==> config.mk <==
export PLATFORM = sky130hd
export DESIGN_NAME = pipe_ctrl_flat
export DESIGN_NICKNAME = d
export VERILOG_FILES = /design/src/rtl/pipe_ctrl_pkg.sv /design/src/rtl/pipe_ctrl_if.sv /design/src/rtl/pipe_ctrl_fwd_unit.sv /design/src/rtl/pipe_ctrl.sv /design/src/flat_wrapper.sv
export SDC_FILE = /design/constraint.sdc
export NUM_CORES = 1
export LEC_CHECK = 0
export CAP_MARGIN = 20
export CORE_MARGIN = 2
export CORE_UTILIZATION = 34
export CTS_CLUSTER_SIZE = 24
export DETAILED_ROUTE_END_ITERATION = 8
export PLACE_DENSITY = 0.87
export SYNTH_ARGS = -nofsm -noshare
export SYNTH_HDL_FRONTEND = slang
export SYNTH_SLANG_ARGS = --single-unit
==> constraint.sdc <==
create_clock -name clk -period 2.4 [get_ports clk]
set_input_delay 0.48 -clock clk [delete_from_list [all_inputs] [get_ports clk]]
set_output_delay 0.48 -clock clk [all_outputs]
set_load 0.01 [all_outputs]
==> src/rtl/pipe_ctrl_pkg.sv <==
// pipe_ctrl_pkg: shared FSM type, forwarding selects and default timeout for pipe_ctrl
package pipe_ctrl_pkg;
   typedef enum logic {RUN = 1'b0, MEM_WAIT = 1'b1} state_t;
   localparam logic [1:0] FWD_RF = 2'b00, FWD_MEM = 2'b01, FWD_WB = 2'b10;
   localparam int DEF_MEM_TIMEOUT = 15;
endpackage

==> src/rtl/pipe_ctrl_if.sv <==
// pipe_ctrl_if: pipeline stage status in, register enables/flushes/forwarding/dmem handshake out
// master: core side (drives stage fields and dmem_ready, receives controls)
// slave: pipe_ctrl side; PIPE_CTRL_PERF_EN adds perf_stall/perf_flush
interface pipe_ctrl_if;
   logic [4:0] id_rs, id_rt, ex_rs, ex_rt, ex_rf, mem_rf, wb_rf;
   logic       id_uses_rt, ex_regwr, ex_memrd, mem_regwr, mem_memrd, mem_memwr, wb_regwr, dmem_ready;
   logic [1:0] ex_pcsrc, fwd_a, fwd_b;
   logic       pc_en, ifid_en, idex_en, exmem_en, memwb_en;
   logic       ifid_flush, idex_flush, memwb_flush, dmem_req, mem_err;
`ifdef PIPE_CTRL_PERF_EN
   logic [31:0] perf_stall, perf_flush;
`endif
   modport master (
      output id_rs, id_rt, id_uses_rt, ex_rs, ex_rt, ex_rf, ex_regwr, ex_memrd, ex_pcsrc,
             mem_rf, mem_regwr, mem_memrd, mem_memwr, wb_rf, wb_regwr, dmem_ready,
      input  pc_en, ifid_en, idex_en, exmem_en, memwb_en, ifid_flush, idex_flush, memwb_flush,
             fwd_a, fwd_b, dmem_req, mem_err
`ifdef PIPE_CTRL_PERF_EN
      , input perf_stall, perf_flush
`endif
   );
   modport slave (
      input  id_rs, id_rt, id_uses_rt, ex_rs, ex_rt, ex_rf, ex_regwr, ex_memrd, ex_pcsrc,
             mem_rf, mem_regwr, mem_memrd, mem_memwr, wb_rf, wb_regwr, dmem_ready,
      output pc_en, ifid_en, idex_en, exmem_en, memwb_en, ifid_flush, idex_flush, memwb_flush,
             fwd_a, fwd_b, dmem_req, mem_err
`ifdef PIPE_CTRL_PERF_EN
      , output perf_stall, perf_flush
`endif
   );
endinterface

==> src/rtl/pipe_ctrl_fwd_unit.sv <==
// fwd_unit: picks the EX operand source for one source register (MEM beats WB, r0 never forwarded)
// src_i: EX source reg; mem_*/wb_*: destination reg and write flag of later stages; sel_o: FWD_* select
module fwd_unit import pipe_ctrl_pkg::*; (
   input  logic [4:0] src_i,
   input  logic [4:0] mem_rf_i,
   input  logic       mem_regwr_i,
   input  logic [4:0] wb_rf_i,
   input  logic       wb_regwr_i,
   output logic [1:0] sel_o
);
   always_comb
      sel_o = (mem_regwr_i && mem_rf_i != 5'd0 && mem_rf_i == src_i) ? FWD_MEM :
              (wb_regwr_i && wb_rf_i != 5'd0 && wb_rf_i == src_i) ? FWD_WB : FWD_RF;
endmodule

==> src/rtl/pipe_ctrl.sv <==
// pipe_ctrl: 5-stage hazard controller (load-use stall, redirect flush, forwarding, dmem wait/timeout)
// clk, reset (sync, active-high); bus: pipe_ctrl_if.slave carrying stage info in and controls out
// Optional PIPE_CTRL_PERF_EN: saturating stall/redirect cycle counters on bus.perf_stall/perf_flush
module pipe_ctrl import pipe_ctrl_pkg::*; #(
   parameter int MEM_TIMEOUT = DEF_MEM_TIMEOUT,
   parameter int TO_W        = 8
) (
   input logic        clk,
   input logic        reset,
   pipe_ctrl_if.slave bus
);
   state_t          state_q, state_d;
   logic [TO_W-1:0] cnt_q, cnt_d;
   logic            err_q, err_d;
   logic            mem_acc, freeze, redirect, load_use, stall_lu, to_hit;
   logic [1:0]      fa, fb;
   assign mem_acc  = bus.mem_memrd | bus.mem_memwr;
   // the cycle after a timeout the stuck access is still in MEM; err_q drops it instead of re-freezing
   assign freeze   = mem_acc & ~bus.dmem_ready & ~err_q & (cnt_q < TO_W'(MEM_TIMEOUT));
   assign redirect = bus.ex_pcsrc != 2'b00;
   assign load_use = bus.ex_memrd & bus.ex_regwr & (bus.ex_rf != 5'd0) &
                     ((bus.ex_rf == bus.id_rs) | (bus.id_uses_rt & (bus.ex_rf == bus.id_rt)));
   assign stall_lu = ~freeze & ~redirect & load_use;
   assign to_hit   = cnt_q == TO_W'(MEM_TIMEOUT - 1);
   fwd_unit u_fwd_a (.src_i(bus.ex_rs), .mem_rf_i(bus.mem_rf), .mem_regwr_i(bus.mem_regwr),
                     .wb_rf_i(bus.wb_rf), .wb_regwr_i(bus.wb_regwr), .sel_o(fa));
   fwd_unit u_fwd_b (.src_i(bus.ex_rt), .mem_rf_i(bus.mem_rf), .mem_regwr_i(bus.mem_regwr),
                     .wb_rf_i(bus.wb_rf), .wb_regwr_i(bus.wb_regwr), .sel_o(fb));
   always_ff @(posedge clk) begin
      if (reset) begin
         state_q <= RUN;
         cnt_q   <= '0;
         err_q   <= 1'b0;
      end else begin
         state_q <= state_d;
         cnt_q   <= cnt_d;
         err_q   <= err_d;
      end
   end
   // counter holds the number of completed MEM_WAIT cycles of the current access
   always_comb begin
      err_d   = (state_q == MEM_WAIT) & freeze & to_hit;
      state_d = (freeze & ~err_d) ? MEM_WAIT : RUN;
      cnt_d   = (state_q == MEM_WAIT && state_d == MEM_WAIT) ? cnt_q + 1'b1 : '0;
   end
   always_comb begin
      bus.pc_en       = ~reset & ~freeze & ~stall_lu;
      bus.ifid_en     = ~reset & ~freeze & ~stall_lu;
      bus.idex_en     = ~reset & ~freeze;
      bus.exmem_en    = ~reset & ~freeze;
      bus.memwb_en    = ~reset;
      bus.ifid_flush  = reset | (~freeze & redirect);
      bus.idex_flush  = reset | (~freeze & (redirect | load_use));
      bus.memwb_flush = reset | freeze | err_q;
      bus.dmem_req    = ~reset & mem_acc & ~err_q;
      bus.mem_err     = ~reset & err_q;
      bus.fwd_a       = reset ? FWD_RF : fa;
      bus.fwd_b       = reset ? FWD_RF : fb;
   end
`ifdef PIPE_CTRL_PERF_EN
   logic [31:0] perf_stall_q, perf_flush_q;
   always_ff @(posedge clk) begin
      if (reset) begin
         perf_stall_q <= '0;
         perf_flush_q <= '0;
      end else begin
         if ((freeze | stall_lu) && perf_stall_q != '1) perf_stall_q <= perf_stall_q + 32'd1;
         if (~freeze & redirect && perf_flush_q != '1) perf_flush_q <= perf_flush_q + 32'd1;
      end
   end
   assign bus.perf_stall = perf_stall_q;
   assign bus.perf_flush = perf_flush_q;
`endif
endmodule

==> src/flat_wrapper.sv <==
// flat-port wrapper written by rule: the top's interface ports become plain ports
module pipe_ctrl_flat import pipe_ctrl_pkg::*;
#(
   parameter int MEM_TIMEOUT = DEF_MEM_TIMEOUT,
   parameter int TO_W        = 8
)
  (clk, reset, bus_id_rs, bus_id_rt, bus_id_uses_rt, bus_ex_rs, bus_ex_rt, bus_ex_rf, bus_ex_regwr, bus_ex_memrd, bus_ex_pcsrc, bus_mem_rf, bus_mem_regwr, bus_mem_memrd, bus_mem_memwr, bus_wb_rf, bus_wb_regwr, bus_dmem_ready, bus_pc_en, bus_ifid_en, bus_idex_en, bus_exmem_en, bus_memwb_en, bus_ifid_flush, bus_idex_flush, bus_memwb_flush, bus_fwd_a, bus_fwd_b, bus_dmem_req, bus_mem_err);
  pipe_ctrl_if bus_i ();
  input logic clk;
  input logic reset;
  input wire logic [$bits(bus_i.id_rs)-1:0] bus_id_rs;
  input wire logic [$bits(bus_i.id_rt)-1:0] bus_id_rt;
  input wire logic [$bits(bus_i.id_uses_rt)-1:0] bus_id_uses_rt;
  input wire logic [$bits(bus_i.ex_rs)-1:0] bus_ex_rs;
  input wire logic [$bits(bus_i.ex_rt)-1:0] bus_ex_rt;
  input wire logic [$bits(bus_i.ex_rf)-1:0] bus_ex_rf;
  input wire logic [$bits(bus_i.ex_regwr)-1:0] bus_ex_regwr;
  input wire logic [$bits(bus_i.ex_memrd)-1:0] bus_ex_memrd;
  input wire logic [$bits(bus_i.ex_pcsrc)-1:0] bus_ex_pcsrc;
  input wire logic [$bits(bus_i.mem_rf)-1:0] bus_mem_rf;
  input wire logic [$bits(bus_i.mem_regwr)-1:0] bus_mem_regwr;
  input wire logic [$bits(bus_i.mem_memrd)-1:0] bus_mem_memrd;
  input wire logic [$bits(bus_i.mem_memwr)-1:0] bus_mem_memwr;
  input wire logic [$bits(bus_i.wb_rf)-1:0] bus_wb_rf;
  input wire logic [$bits(bus_i.wb_regwr)-1:0] bus_wb_regwr;
  input wire logic [$bits(bus_i.dmem_ready)-1:0] bus_dmem_ready;
  output wire logic [$bits(bus_i.pc_en)-1:0] bus_pc_en;
  output wire logic [$bits(bus_i.ifid_en)-1:0] bus_ifid_en;
  output wire logic [$bits(bus_i.idex_en)-1:0] bus_idex_en;
  output wire logic [$bits(bus_i.exmem_en)-1:0] bus_exmem_en;
  output wire logic [$bits(bus_i.memwb_en)-1:0] bus_memwb_en;
  output wire logic [$bits(bus_i.ifid_flush)-1:0] bus_ifid_flush;
  output wire logic [$bits(bus_i.idex_flush)-1:0] bus_idex_flush;
  output wire logic [$bits(bus_i.memwb_flush)-1:0] bus_memwb_flush;
  output wire logic [$bits(bus_i.fwd_a)-1:0] bus_fwd_a;
  output wire logic [$bits(bus_i.fwd_b)-1:0] bus_fwd_b;
  output wire logic [$bits(bus_i.dmem_req)-1:0] bus_dmem_req;
  output wire logic [$bits(bus_i.mem_err)-1:0] bus_mem_err;
  assign bus_i.id_rs = bus_id_rs;
  assign bus_i.id_rt = bus_id_rt;
  assign bus_i.id_uses_rt = bus_id_uses_rt;
  assign bus_i.ex_rs = bus_ex_rs;
  assign bus_i.ex_rt = bus_ex_rt;
  assign bus_i.ex_rf = bus_ex_rf;
  assign bus_i.ex_regwr = bus_ex_regwr;
  assign bus_i.ex_memrd = bus_ex_memrd;
  assign bus_i.ex_pcsrc = bus_ex_pcsrc;
  assign bus_i.mem_rf = bus_mem_rf;
  assign bus_i.mem_regwr = bus_mem_regwr;
  assign bus_i.mem_memrd = bus_mem_memrd;
  assign bus_i.mem_memwr = bus_mem_memwr;
  assign bus_i.wb_rf = bus_wb_rf;
  assign bus_i.wb_regwr = bus_wb_regwr;
  assign bus_i.dmem_ready = bus_dmem_ready;
  assign bus_pc_en = bus_i.pc_en;
  assign bus_ifid_en = bus_i.ifid_en;
  assign bus_idex_en = bus_i.idex_en;
  assign bus_exmem_en = bus_i.exmem_en;
  assign bus_memwb_en = bus_i.memwb_en;
  assign bus_ifid_flush = bus_i.ifid_flush;
  assign bus_idex_flush = bus_i.idex_flush;
  assign bus_memwb_flush = bus_i.memwb_flush;
  assign bus_fwd_a = bus_i.fwd_a;
  assign bus_fwd_b = bus_i.fwd_b;
  assign bus_dmem_req = bus_i.dmem_req;
  assign bus_mem_err = bus_i.mem_err;
  pipe_ctrl #(.MEM_TIMEOUT(MEM_TIMEOUT), .TO_W(TO_W)) u_core (.clk(clk), .reset(reset), .bus(bus_i));
endmodule
==> results <==
per-layer routing:
layer / vias to the layer above / global-route usage / wire length, um
li1: 521 / - / -
met1: 501 / 0.2273 / 1127
met2: 26 / 0.4736 / 1935
met3: 4 / 0.02500 / 99
met4: 0 / 0.07265 / 24
met5: - / 0 / 0
cell usage in the layout, fill, tap and decap left out, drive strengths merged:
| cell | Yosys | final |
|---|---|---|
| buf | 2 | 38 |
| xor2 | 20 | 20 |
| clkdlybuf4s50 | 0 | 18 |
| dlygate4sd2 | 0 | 16 |
| xnor2 | 12 | 12 |
| dfxtp | 10 | 10 |
| clkdlybuf4s15 | 0 | 9 |
| clkbuf | 0 | 8 |
| nor2 | 7 | 7 |
| or4 | 7 | 7 |
| nor4 | 7 | 7 |
| nand3 | 4 | 4 |
| conb | 1 | 4 |
| nand2 | 3 | 3 |
| inv | 3 | 3 |
| nor3 | 3 | 3 |
| o21ai | 2 | 2 |
| o211ai | 2 | 2 |
| ha | 2 | 2 |
| dlymetal6s2s | 0 | 2 |
| o21bai | 1 | 1 |
| and3 | 1 | 1 |
| a32oi | 1 | 1 |
| o41a | 1 | 1 |
| o311ai | 1 | 1 |
| or3 | 1 | 1 |
| nor2b | 1 | 1 |
| nand4 | 1 | 1 |
| o211a | 1 | 1 |
area by class of cell:
| cell class | instances | area share |
|---|---|---|
| clock buffer | 3 | 0.01301 |
| inverter | 3 | 0.006503 |
| timing repair buffer | 88 | 0.4350 |
| tap | 30 | 0.02168 |
| multi-input combinational | 82 | 0.4082 |
| sequential | 10 | 0.1156 |
repair_timing:
item | 4_1_cts | 5_1_grt
pin swaps | 18 | 10
resized for setup | 91 | 22
buffers inserted | 3 | 1
endpoints found under the setup margin | 11 | 11
sequential cells by signal (all words and copies together) (netlist names):
name / cells
u_core.err_q: 1
u_core.state_q: 1
u_core.cnt_q: 8
per-stage QoR:
| step | hold WS, ns | total power, mW | TNS (ns) | area, um^2 |
|---|---|---|---|---|
| after floorplan | 0.4297 | 0.2395 | 0 | 853.3 |
| after global placement | 0.4374 | 0.3848 | -5.870 | 1657 |
| after detailed placement | 0.4548 | 0.3923 | -6.665 | 1657 |
| after CTS | 0.4679 | 0.4899 | -0.05592 | 1685 |
| after global routing | 0.4831 | 0.5269 | -0.4044 | 1732 |
| final | 0.4629 | 0.4952 | -0.08997 | 1732 |
power by group:
group | leakage (nW) | total [mW] | switching, mW | internal [mW]
clock | 0.0138 | 0.106 | 0.0487 | 0.0574
combinational | 0.664 | 0.217 | 0.0915 | 0.126
sequential | 0.0821 | 0.172 | 0.00189 | 0.170
total | 0.760 | 0.495 | 0.142 | 0.353
logic make-up after synthesis:
family / synth area share
XOR/XNOR: 0.3328
buffers and inverters: 0.03120
flip-flops: 0.2377
other: 0.004453
AND/OR/NAND/NOR: 0.2615
AO/OA/AOI/OAI: 0.1025
adder cells (fa/ha/maj): 0.02971
path summary, 6_finish.rpt:
path / start / to / depth (start not counted)
min reg2reg: u_core.cnt_q[0]$_SDFF_PP0_ / u_core.cnt_q[0]$_SDFF_PP0_ / 1
max reg2reg: u_core.cnt_q[5]$_SDFF_PP0_ / u_core.cnt_q[2]$_SDFF_PP0_ / 7
min: u_core.cnt_q[0]$_SDFF_PP0_ / u_core.cnt_q[0]$_SDFF_PP0_ / 1
max: bus_dmem_ready / bus_idex_flush / 6
critical path, stage by stage:
cell	delay [ns]
buf_6	0.09
or4_4	0.53
or4_4	0.52
o21ai_4	0.09
o311ai_2	0.11
buf_2	0.16
==> results.cfg <==
[power_and_ir_drop]
irDropWorstVdd_mv = 0.2821
powerDensity_mw_per_mm2 = 286.0
power.leakage_nw = 0.7601

[sta]
period_minus_slack_ns = 2.458
grt_setup_unrepaired = yes
final_max_slew_viol_count = 0
period_share = 1.024
fin_skew_ns = 0.001798
max_freq_ghz = 0.4068
setup_violations = 2
hold_violations = 0
setup_ws_ns = -0.05812

[synthesis]
synth_warnings = 0
synth_edf_count = 0
syn-cell-area_um2 = 842.1
synth-seq-cells = 10
seq_area_frac_synth = 0.2377
avgSynthCellArea_um2 = 8.958
netlist.area_leader.share = 0.2377
yosys.area.top_type = dfxtp_1
yosysMostFrequentCell = xor2_1
netlist_top_cells_count = 20 x xor2_1, 12 x xnor2_1, 10 x dfxtp_1
async_reset_ff_frac = 0
synthTopCellsByArea = dfxtp_1 24%, xor2_1 21%, xnor2_1 12%
synth_cells = 94
synth_ff_type = dfxtp_1
synth_cell_types = 28

[floorplanning]
core_area_mm2 = 0.002410
die_h_um = 53.77
rows = 18
dieArea_mm2 = 0.002891
initial_utilization = 0.3494
io_pins = 61
dieWidth_um = 53.77

[cells_and_area]
insertedDiodeCount = 0
fin_cells = 216
drive_gt1_frac = 0.3548
regArea_um2 = 200.2
multiInputGateArea_um2 = 706.9
syn_to_final_growth_pct = 105.6
layout.nets = 237
utilization = 0.7186
fillers = 190

[routing]
drt_wl_total_um = 3186
drc = 0
routedWlPerCell_um = 14.75
drtPass1Iterations = 4
postRouteAntennaNets = 0
drt_iter0_drc = 7
vias_per_cell = 4.870
vias = 1052

[clock_tree]
h-tree-depth = 1
hold_buffers = 0
ctsLongestPathBuffers = 2
cts_tree = yes
clkTransAtPathRegs_ns = 0.06
clk_latency_ns = 0.25
cts_sinks = 10
cts_inserted_buffers = 3
cts_root_buf = clkbuf_4

[job]
cap_violations = 0

[place]
finalWeightedCongestion = 0.7392
io_buffers = 60
dp.cells = 209
hpwl_um = 2685
dpl_worst_slack_ns = -0.7702

[setup_path]
end_kind = output pin
crit_type = in2out
cp.required_ns = 1.92
critPathLaunchType = input port
r2r_slack_ns = 0.55
critPathMaxFanout = 2
critPathArrivalTime_ns = 1.98

[global_routing]
grt_antenna_before_repair = 0
grt_pass1_vias = 1130
overflow = 0
grt_max_degree = 8
grt_pass1_wl_um = 4719
grt.total_usage = 0.2280

[min_path]
hp-class = reg2reg

[status]
violations = negative setup slack
outcome = complete, but fails checks
(Power assumes the default switching activity.)
==> edit: new RTL, same flow settings <==
`TO_W` is set to 8 in 2 places; all go to 10.
--- a/src/rtl/pipe_ctrl.sv
+++ b/src/rtl/pipe_ctrl.sv
@@ -5,3 +5,3 @@
    parameter int MEM_TIMEOUT = DEF_MEM_TIMEOUT,
-   parameter int TO_W        = 8
+   parameter int TO_W        = 10
 ) (
--- a/src/flat_wrapper.sv
+++ b/src/flat_wrapper.sv
@@ -4,3 +4,3 @@
    parameter int MEM_TIMEOUT = DEF_MEM_TIMEOUT,
-   parameter int TO_W        = 8
+   parameter int TO_W        = 10
 )
Behaviour: no difference found for any inputs over 10 cycles, from zero or initial values and one cycle with reset high; that may be too few to reach the edited logic, so the function may still have changed.
==> edit against the original RTL <==
Power up 17%; clock power up 47%; sequential cell count up 2; synthesized area up 5.8%; worst setup slack better by 0.091 ns; via count down 0.48%; wire length down 2.1%; count of clock-buffer cells in the layout up 1; die area up 5.4%; final area up 0.36%; global-route usage down 2.4 points.
==> edit: results (changes against the original RTL) <==
Route:
- The met2 layer wire length in the routed design is 1721 um (was 1935 um).
- The via-per-instance ratio was 4.759 (was 4.870).
- The wire length on met3 is 138 um (was 99 um).
- The initial detailed-routing violation count is 11 (was 7).
- The detail-routed net length per standard cell is 14.17 um (was 14.75 um).

Layout:
- The number of filler cells placed in the layout is 205 (was 190).
- The final cell count without fillers is 220 (was 216).
- The diode insertion count for antenna repair is 0 (unchanged).
- The ratio of cells with drive above 1 in the final layout is 0.2579 (was 0.3548).
- Top flop regs: u_core.cnt_q: 10 flops, u_core.err_q: 1 flops, u_core.state_q: 1 flops (was u_core.cnt_q: 8 flops, u_core.err_q: 1 flops, u_core.state_q: 1 flops).

Yosys:
- The post-synthesis share of cell area spent on xor and xnor gates is 0.3146 (was 0.3328).
- Most frequent cells after synthesis: xnor2_1 (23), dfxtp_1 (12), nor2_1 (9), xor2_1 (9), nand3_1 (6) (was xor2_1 (20), xnor2_1 (12), dfxtp_1 (10)).
- The share of synthesized area occupied by flip-flops and latches is 0.2697 (was 0.2377).
- Most area-consuming cells after synthesis: dfxtp_1 (27%), xnor2_1 (23%), xor2_1 (8.8%), nor2_1 (3.8%), nand3_1 (3.4%) (was dfxtp_1 (24%), xor2_1 (21%), xnor2_1 (12%), or4_1 (4.5%), nor4_1 (3.7%)).
- The synthesized area per cell was 8.734 um^2 (was 8.958 um^2).
- The count of distinct cell types in the synthesized netlist is 32 (was 28).
- The adder-cell share of the synthesized area is 0.02809 (was 0.02972).
- The total of warnings raised by yosys is 0 (unchanged).

Power and ir drop:
- The static leakage is 0.7225 nW (was 0.7601 nW).
- The combinational group share of total power was 0.375 (was 0.439).
- The clock group share of total power is 0.269 (was 0.214).
- The worst-case vdd ir drop came to 352.1 uV (was 282.1 uV).
- The overall power is 0.0005789 W (was 0.0004952 W).
- The internal power contribution was 0.0004262 W (was 0.0003531 W).

Placement:
- The cell area after placement is 1694 um^2 (was 1657 um^2).
- The worst slack after detailed placement is -0.7741 ns (was -0.7702 ns).
- The post-DP HPWL is 2591 um (was 2685 um).
- The final weighted congestion in routability-driven placement was 0.8666 (was 0.7392).

Global routing:
- The largest net degree at the start of global routing is 9 (was 8).
- The first-pass GRT wire length was 4478 um (was 4719 um).
- The via count of the first global-routing pass is 1096 (was 1130).
- The global routing usage on met2 was 0.4226 (was 0.4736).
- The met1 track demand over resource in global routing is 0.2059 (was 0.2273).

Setup path:
- The arrival time of data at the critical path endpoint is 1.89 ns (was 1.98 ns).
- The launch instance of the worst register-to-register path was u_core.cnt_q[0]$_SDFF_PP0_ (was u_core.cnt_q[5]$_SDFF_PP0_).
- The critical-path maximum fanout is 3 (was 2).
- The setup slack of the most critical reg-to-reg path is 0.99 ns (was 0.55 ns).
- The logic depth of the worst register-to-register path is 6 (was 7).

Worst hold path:
- The number of cells on the worst hold path was 3 (was 1).
- The capture endpoint of the worst hold path was u_core.err_q$_SDFF_PP0_ (was u_core.cnt_q[0]$_SDFF_PP0_).

STA:
- The post-route clock skew came to 0.0008986 ns (was 0.001798 ns).

Status:
- Outcome: finished, final reports clean (was complete, but fails checks).
## edit: changes by cell type after synthesis, sizes merged, moves of 2 or more
cell	before	now
xnor2	12	23
xor2	20	9
or4	7	3
and4	0	2
dfxtp	10	12
nand3	4	6
nand4	1	3
nor2	7	9
nor4	7	5
## edit: cell families after synthesis
kind of cell	Yosys count
adder cells (fa/ha/maj)	2
AO/OA/AOI/OAI	10
other	1
flip-flops	12
buffers and inverters	5
XOR/XNOR	32
AND/OR/NAND/NOR	40
## edit: area by class of cell
type | count | area (um^2) | share of cell area
sequential | 12 | 240.2 | 0.1382
clock buffer | 4 | 36.28 | 0.02088
tap | 30 | 37.54 | 0.02160
multi-input combinational | 90 | 693.2 | 0.3988
inverter | 2 | 7.507 | 0.004320
timing repair buffer | 82 | 723.2 | 0.4161
## edit: timing repair
item / in CTS / in global routing
hold buffers: 0 / 0
buffers inserted: 1 / 1
resized for setup: 59 / 15
endpoints found under the setup margin: 11 / 9
pin swaps: 11 / 4
## edit: critical path: cells and delay by family
kind | cells | cell delay [ns]
AND/OR/NAND/NOR | 2 | 0.58
buffers and inverters | 3 | 0.64
AO/OA/AOI/OAI | 1 | 0.17
## edit: how the worst max path moves through the flow
stage | end | cells after the start | slack (ns) | from
after detailed placement | bus_ifid_en | 5 | -0.77 | bus_ex_rf[1]
after global placement | bus_pc_en | 5 | -0.62 | bus_ex_rf[1]
after floorplan | bus_pc_en | 4 | 0.11 | bus_ex_rf[1]
after global routing | bus_fwd_b[1] | 5 | 0.001 | bus_ex_rt[3]
final | bus_fwd_a[0] | 6 | 0.03 | bus_mem_rf[4]
after CTS | bus_fwd_a[1] | 6 | 0.01 | bus_ex_rs[4]
